**config.mk**
```make
export PLATFORM = sky130hd
export DESIGN_NAME = somador_bcd_serial
export DESIGN_NICKNAME = d
export VERILOG_FILES = /design/src/rtl/somador_bcd_serial.sv
export SDC_FILE = /design/constraint.sdc
export NUM_CORES = 1
export LEC_CHECK = 0
export ABC_CLOCK_PERIOD_IN_PS = 3200
export CORE_ASPECT_RATIO = 0.5
export CORE_MARGIN = 2
export CORE_UTILIZATION = 45
export DETAILED_ROUTE_END_ITERATION = 12
export PLACE_DENSITY = 0.77
export REMOVE_ABC_BUFFERS = 1
export SLEW_MARGIN = 5
export SYNTH_ARGS = -nofsm -noshare
export SYNTH_HDL_FRONTEND = slang
export SYNTH_SLANG_ARGS = --single-unit
```
**constraint.sdc**
```tcl
create_clock -name clk -period 3.2 [get_ports clk]
set_input_delay 0.8 -clock clk [delete_from_list [all_inputs] [get_ports clk]]
set_output_delay 0.8 -clock clk [all_outputs]
set_load 0.05 [all_outputs]
```
**src/rtl/somador_bcd_serial.sv**
```systemverilog
// Digit-serial BCD adder/subtractor, one digit per clock from the LSD.
// Ports: clk, reset (sync, high), inicio, modo, a, b, carry_in -> resultado, carry_out, erro, ocupado, pronto.
module somador_bcd_serial #(
    parameter int NUM_DIGITOS = 4
) (
    input  logic                     clk,
    input  logic                     reset,
    input  logic                     inicio,
    input  logic                     modo,
    input  logic [4*NUM_DIGITOS-1:0] a,
    input  logic [4*NUM_DIGITOS-1:0] b,
    input  logic                     carry_in,
    output logic [4*NUM_DIGITOS-1:0] resultado,
    output logic                     carry_out,
    output logic                     erro,
    output logic                     ocupado,
    output logic                     pronto
);

    localparam int W  = 4 * NUM_DIGITOS;
    localparam int IW = (NUM_DIGITOS > 1) ? $clog2(NUM_DIGITOS) : 1;
    localparam logic [IW-1:0] ULTIMO = IW'(NUM_DIGITOS - 1);

    typedef enum logic [1:0] {
        OCIOSO = 2'd0,
        CALC   = 2'd1,
        FIM    = 2'd2
    } estado_t;

    estado_t       estado, estado_n;
    logic [W-1:0]  a_sh, a_sh_n;
    logic [W-1:0]  b_sh, b_sh_n;
    logic [W-1:0]  acc, acc_n;
    logic [W-1:0]  resultado_n;
    logic [IW-1:0] idx, idx_n;
    logic          modo_r, modo_r_n;
    logic          c_r, c_r_n;
    logic          carry_out_n, erro_n, ocupado_n, pronto_n;

    logic [3:0]    b_ef;
    logic [4:0]    soma;
    logic          c_dig;
    logic [3:0]    digito;
    logic [W-1:0]  acc_dig;

    function automatic logic nibbles_ok(input logic [W-1:0] x);
        nibbles_ok = 1'b1;
        for (int i = 0; i < NUM_DIGITOS; i++) begin
            if (x[4*i +: 4] > 4'd9) begin
                nibbles_ok = 1'b0;
            end
        end
    endfunction

    // Subtraction is a + (9's complement of b) + c with c0 = ~borrow_in,
    // so the same decimal-correcting adder serves both modes.
    always_comb begin
        b_ef    = modo_r ? (4'd9 - b_sh[3:0]) : b_sh[3:0];
        soma    = {1'b0, a_sh[3:0]} + {1'b0, b_ef} + {4'd0, c_r};
        c_dig   = (soma > 5'd9);
        digito  = c_dig ? (soma[3:0] + 4'd6) : soma[3:0];
        // New digit enters at the top; after the last step digit 0 sits at [3:0].
        acc_dig = (acc >> 4) | (W'(digito) << (W - 4));
    end

    always_comb begin
        estado_n    = estado;
        a_sh_n      = a_sh;
        b_sh_n      = b_sh;
        acc_n       = acc;
        idx_n       = idx;
        modo_r_n    = modo_r;
        c_r_n       = c_r;
        resultado_n = resultado;
        carry_out_n = carry_out;
        erro_n      = erro;
        ocupado_n   = ocupado;
        pronto_n    = 1'b0;

        unique case (estado)
            OCIOSO: begin
                if (inicio) begin
                    a_sh_n   = a;
                    b_sh_n   = b;
                    modo_r_n = modo;
                    acc_n    = '0;
                    idx_n    = '0;
                    if (!(nibbles_ok(a) && nibbles_ok(b))) begin
                        estado_n    = FIM;
                        erro_n      = 1'b1;
                        resultado_n = '0;
                        carry_out_n = 1'b0;
                        pronto_n    = 1'b1;
                    end else begin
                        estado_n  = CALC;
                        ocupado_n = 1'b1;
                        c_r_n     = modo ? ~carry_in : carry_in;
                    end
                end
            end
            CALC: begin
                a_sh_n = a_sh >> 4;
                b_sh_n = b_sh >> 4;
                acc_n  = acc_dig;
                c_r_n  = c_dig;
                idx_n  = idx + 1'b1;
                if (idx == ULTIMO) begin
                    estado_n    = FIM;
                    resultado_n = acc_dig;
                    carry_out_n = modo_r ? ~c_dig : c_dig;
                    erro_n      = 1'b0;
                    ocupado_n   = 1'b0;
                    pronto_n    = 1'b1;
                end
            end
            FIM: begin
                estado_n = OCIOSO;
            end
            default: begin
                estado_n = OCIOSO;
            end
        endcase
    end

    always_ff @(posedge clk) begin
        if (reset) begin
            estado    <= OCIOSO;
            a_sh      <= '0;
            b_sh      <= '0;
            acc       <= '0;
            idx       <= '0;
            modo_r    <= 1'b0;
            c_r       <= 1'b0;
            resultado <= '0;
            carry_out <= 1'b0;
            erro      <= 1'b0;
            ocupado   <= 1'b0;
            pronto    <= 1'b0;
        end else begin
            estado    <= estado_n;
            a_sh      <= a_sh_n;
            b_sh      <= b_sh_n;
            acc       <= acc_n;
            idx       <= idx_n;
            modo_r    <= modo_r_n;
            c_r       <= c_r_n;
            resultado <= resultado_n;
            carry_out <= carry_out_n;
            erro      <= erro_n;
            ocupado   <= ocupado_n;
            pronto    <= pronto_n;
        end
    end

endmodule

```
==> impl_metrics.ini <==
[hold_path]
min_path_type = register to register
min_path_cells = 2

[timing]
finalCriticalPeriod_ns = 2.80
max_freq_mhz = 357
max_slew_margin_pct = 48.8
finalHoldViolCount = 0
setup_ws_ns = 0.397
rsz0062_at_grt = no
finalMaxSlewViolations = 0
worst_slew_pin_slew_ns = 0.768
clock_skew_ns = 0.00500
setup_violations = 0
whs_ns = 0.460
period_share_pct = 87.6
finalSetupTns_ns = 0

[cts]
ctsResizeCount = 0
cts_setup_buffers = 0
cts_tree = built
htree_levels = 3
path_clk_slew_ns = 0.05
holdBufCountCts = 0
clk_path_buf_depth = 2
cts_buffers = 9
clock-root-buffer = clkbuf_16
cts.sinks = 70
clock_latency_ns = 0.33

[synth]
netlist.area_leader.share_pct = 45.2
netlist_area_sq_mm = 0.00310
ys_warn_count = 0
syn_avg_cell_area_sq_um = 8.25
ys_ff_latch = 70
ys_seq_area_share_pct = 45.2
netlist_top_cells_area = dfxtp_1, nand2_1, nor2_1, a311oi_1, a22oi_1
synth.largest_area_cell = dfxtp_1
yosysUniqueCellTypes = 41
netlist_instances = 376

[floorplanning]
dieArea_sq_mm = 0.00761
rows = 21
fp.dieH_um = 62.7
io_pins = 57
core_region_area_sq_mm = 0.00667
start_util_pct = 46.5
die_w_um = 121

[power]
power_frac_comb_pct = 14.4
leakage_nw = 1.47
power_frac_seq_pct = 42.7
p_int_mw = 1.66
p_sw_mw = 0.533
p_per_area_mw_per_mm2 = 548
power_mw = 2.19
sw_frac_of_total_pct = 24.3
pwr-share-clk_pct = 42.9
peakVddDrop_v = 0.000242

[global_route]
track_usage_pct = 20.7
grt_max_degree = 44
grt_pass1_vias = 2475
grt_pass1_wl_um = 12300
overflow = 0
antenna_found_initial = 0

[detailed_routing]
first_pass_iters = 4
ant_nets = 0
vias_per_cell = 5.45
drc = 0
drt-total-wl_um = 7330
vias = 2811
drtIter0Drc = 149
post_drt_wl_per_cell_um = 14.2

[cells_and_area]
drive_gt1_share_pct = 6.60
n_antenna_cell = 0
area_delta_synth_final_pct = 29.0
num-nets-final = 465
nFillCells = 610
final-seq-area_sq_mm = 0.00140
multiInputGateArea_sq_mm = 0.00156
post-route-util_pct = 60.0

[worst_setup_path]
required_ns = 3.48
crit_type = register to register
slowest_delay_ns = 0.58
reg2regPathDepth = 10
critPathSlowestCell = fa_1
crit_path_start_kind = register
end_kind = register
arrival_ns = 3.08
cp_max_fo = 7
cp_cell_sequence = xnor2_1, fa_1, inv_1, fa_1, inv_1, ha_1, a22o_1, o31ai_4, mux2i_1, a22o_1

[status]
run_status = finished, final reports clean

[place]
hpwl_um = 4950
io_buffers = 56
preCtsSetupSlack_ns = 0.403
gp_congestion = 0.838

[flow_run]
cap_violations = 0
-- power groups by stage --
stage | logic, mW | clock network (mW) | registers [mW]
after floorplan | 0.194 | 0 | 0.956
after global placement | 0.308 | 0 | 0.953
after detailed placement | 0.314 | 0 | 0.954
after CTS | 0.316 | 0.967 | 0.936
after global routing | 0.349 | 1.01 | 0.941
final | 0.316 | 0.940 | 0.937
-- worst paths after layout --
path / start / slack [ns] / endpoint
worst max-delay path: modo_r / 0.40 / acc[14]
worst min-delay path: erro / 0.46 / erro
worst max register to register: modo_r / 0.40 / acc[14]
worst min register to register: erro / 0.46 / erro
-- state kept, by name (all words and copies together) (netlist names), 2 cells and up --
name	flops
idx	2
estado	2
resultado	16
b_sh	16
a_sh	16
acc	12
-- worst max-delay path: cells and delay by family (launching register included) --
family	cells	cell delay, ns
fa+ha+maj	3	1.01
compound gates	3	0.72
flops	1	0.43
mux	1	0.30
xor+xnor	1	0.17
buf+inv	2	0.14
-- cells by family (layout without fill, tap and decap cells) --
logic type	Yosys count	count (layout)	synth area share [%]
buffers and inverters	39	87	4.80
and+or+nand+nor	164	164	23.4
AOI/OAI and AO/OA	87	87	20.5
DFF	70	70	45.2
muxes	4	4	1.29
adders and majority gates	8	8	3.71
xor gates and xnor gates	4	4	1.13
-- placed cells by master, fill, tap and decap left out, types with 3 or more instances in the layout --
master and count:
a21oi_1 19, a22oi_1 17, a311oi_1 24, buf_4 7
clkbuf_16 9, clkbuf_8 4, clkdlybuf4s50_1 55, dfxtp_1 70
ha_1 6, inv_1 9, mux2i_1 4, nand2_1 62
nand3_1 12, nand4_1 6, nand4b_1 8, nor2_1 59
nor3_1 6, o21ai_0 10, xnor2_1 3
-- final cells by class --
| type | instances | area share, % |
|---|---|---|
| multi-input combinational | 267 | 38.9 |
| sequential | 70 | 35.0 |
| timing repair buffer | 63 | 15.2 |
| clock buffer | 15 | 7.19 |
| tap | 92 | 2.88 |
| inverter | 9 | 0.844 |
-- cells in the mapped netlist --
| library cell | number |
|---|---|
| fa_1 | 2 |
| a21boi_0 | 1 |
| nor4b_1 | 1 |
| nand2b_1 | 1 |
| a22oi_1 | 17 |
| nor2_1 | 60 |
| o32ai_1 | 1 |
| buf_2 | 2 |
| o31ai_1 | 2 |
| o31ai_4 | 1 |
| o21ai_2 | 1 |
| nand4_1 | 6 |
| o21a_1 | 1 |
| clkbuf_1 | 24 |
| a22o_1 | 2 |
| nand3_1 | 12 |
| xor2_1 | 1 |
| dfxtp_1 | 70 |
| xnor2_1 | 3 |
| inv_1 | 9 |
| a211oi_1 | 2 |
| a311oi_1 | 24 |
| o311ai_0 | 2 |
| a21oi_1 | 19 |
| and2_1 | 2 |
| nand3b_1 | 1 |
| nand4b_1 | 8 |
| a32o_1 | 1 |
| o21ai_0 | 10 |
| and3_1 | 1 |
| a31oi_1 | 1 |
| or2_2 | 1 |
| or4_1 | 1 |
| buf_1 | 4 |
| nor3_1 | 6 |
| nor2b_1 | 1 |
| mux2i_1 | 4 |
| and3b_1 | 1 |
| nand2_1 | 62 |
| a21o_2 | 2 |
| ha_1 | 6 |
-- through the flow --
stage,cells,instance area (sq um)
global placement,501,3710
finish,516,4000
CTS,516,4000
detailed placement,501,3710
floorplan,346,2990
global route,516,4000
-- routing by layer --
layer / up-vias / part of all wire (%) / GRT usage, %
li1: 1424 / - / -
met1: 1300 / 48 / 28.2
met2: 79 / 45 / 30.6
met3: 8 / 5.9 / 8.03
met4: 0 / 1.1 / 6.03
met5: - / 0 / 0
(Power assumes the default switching activity.)
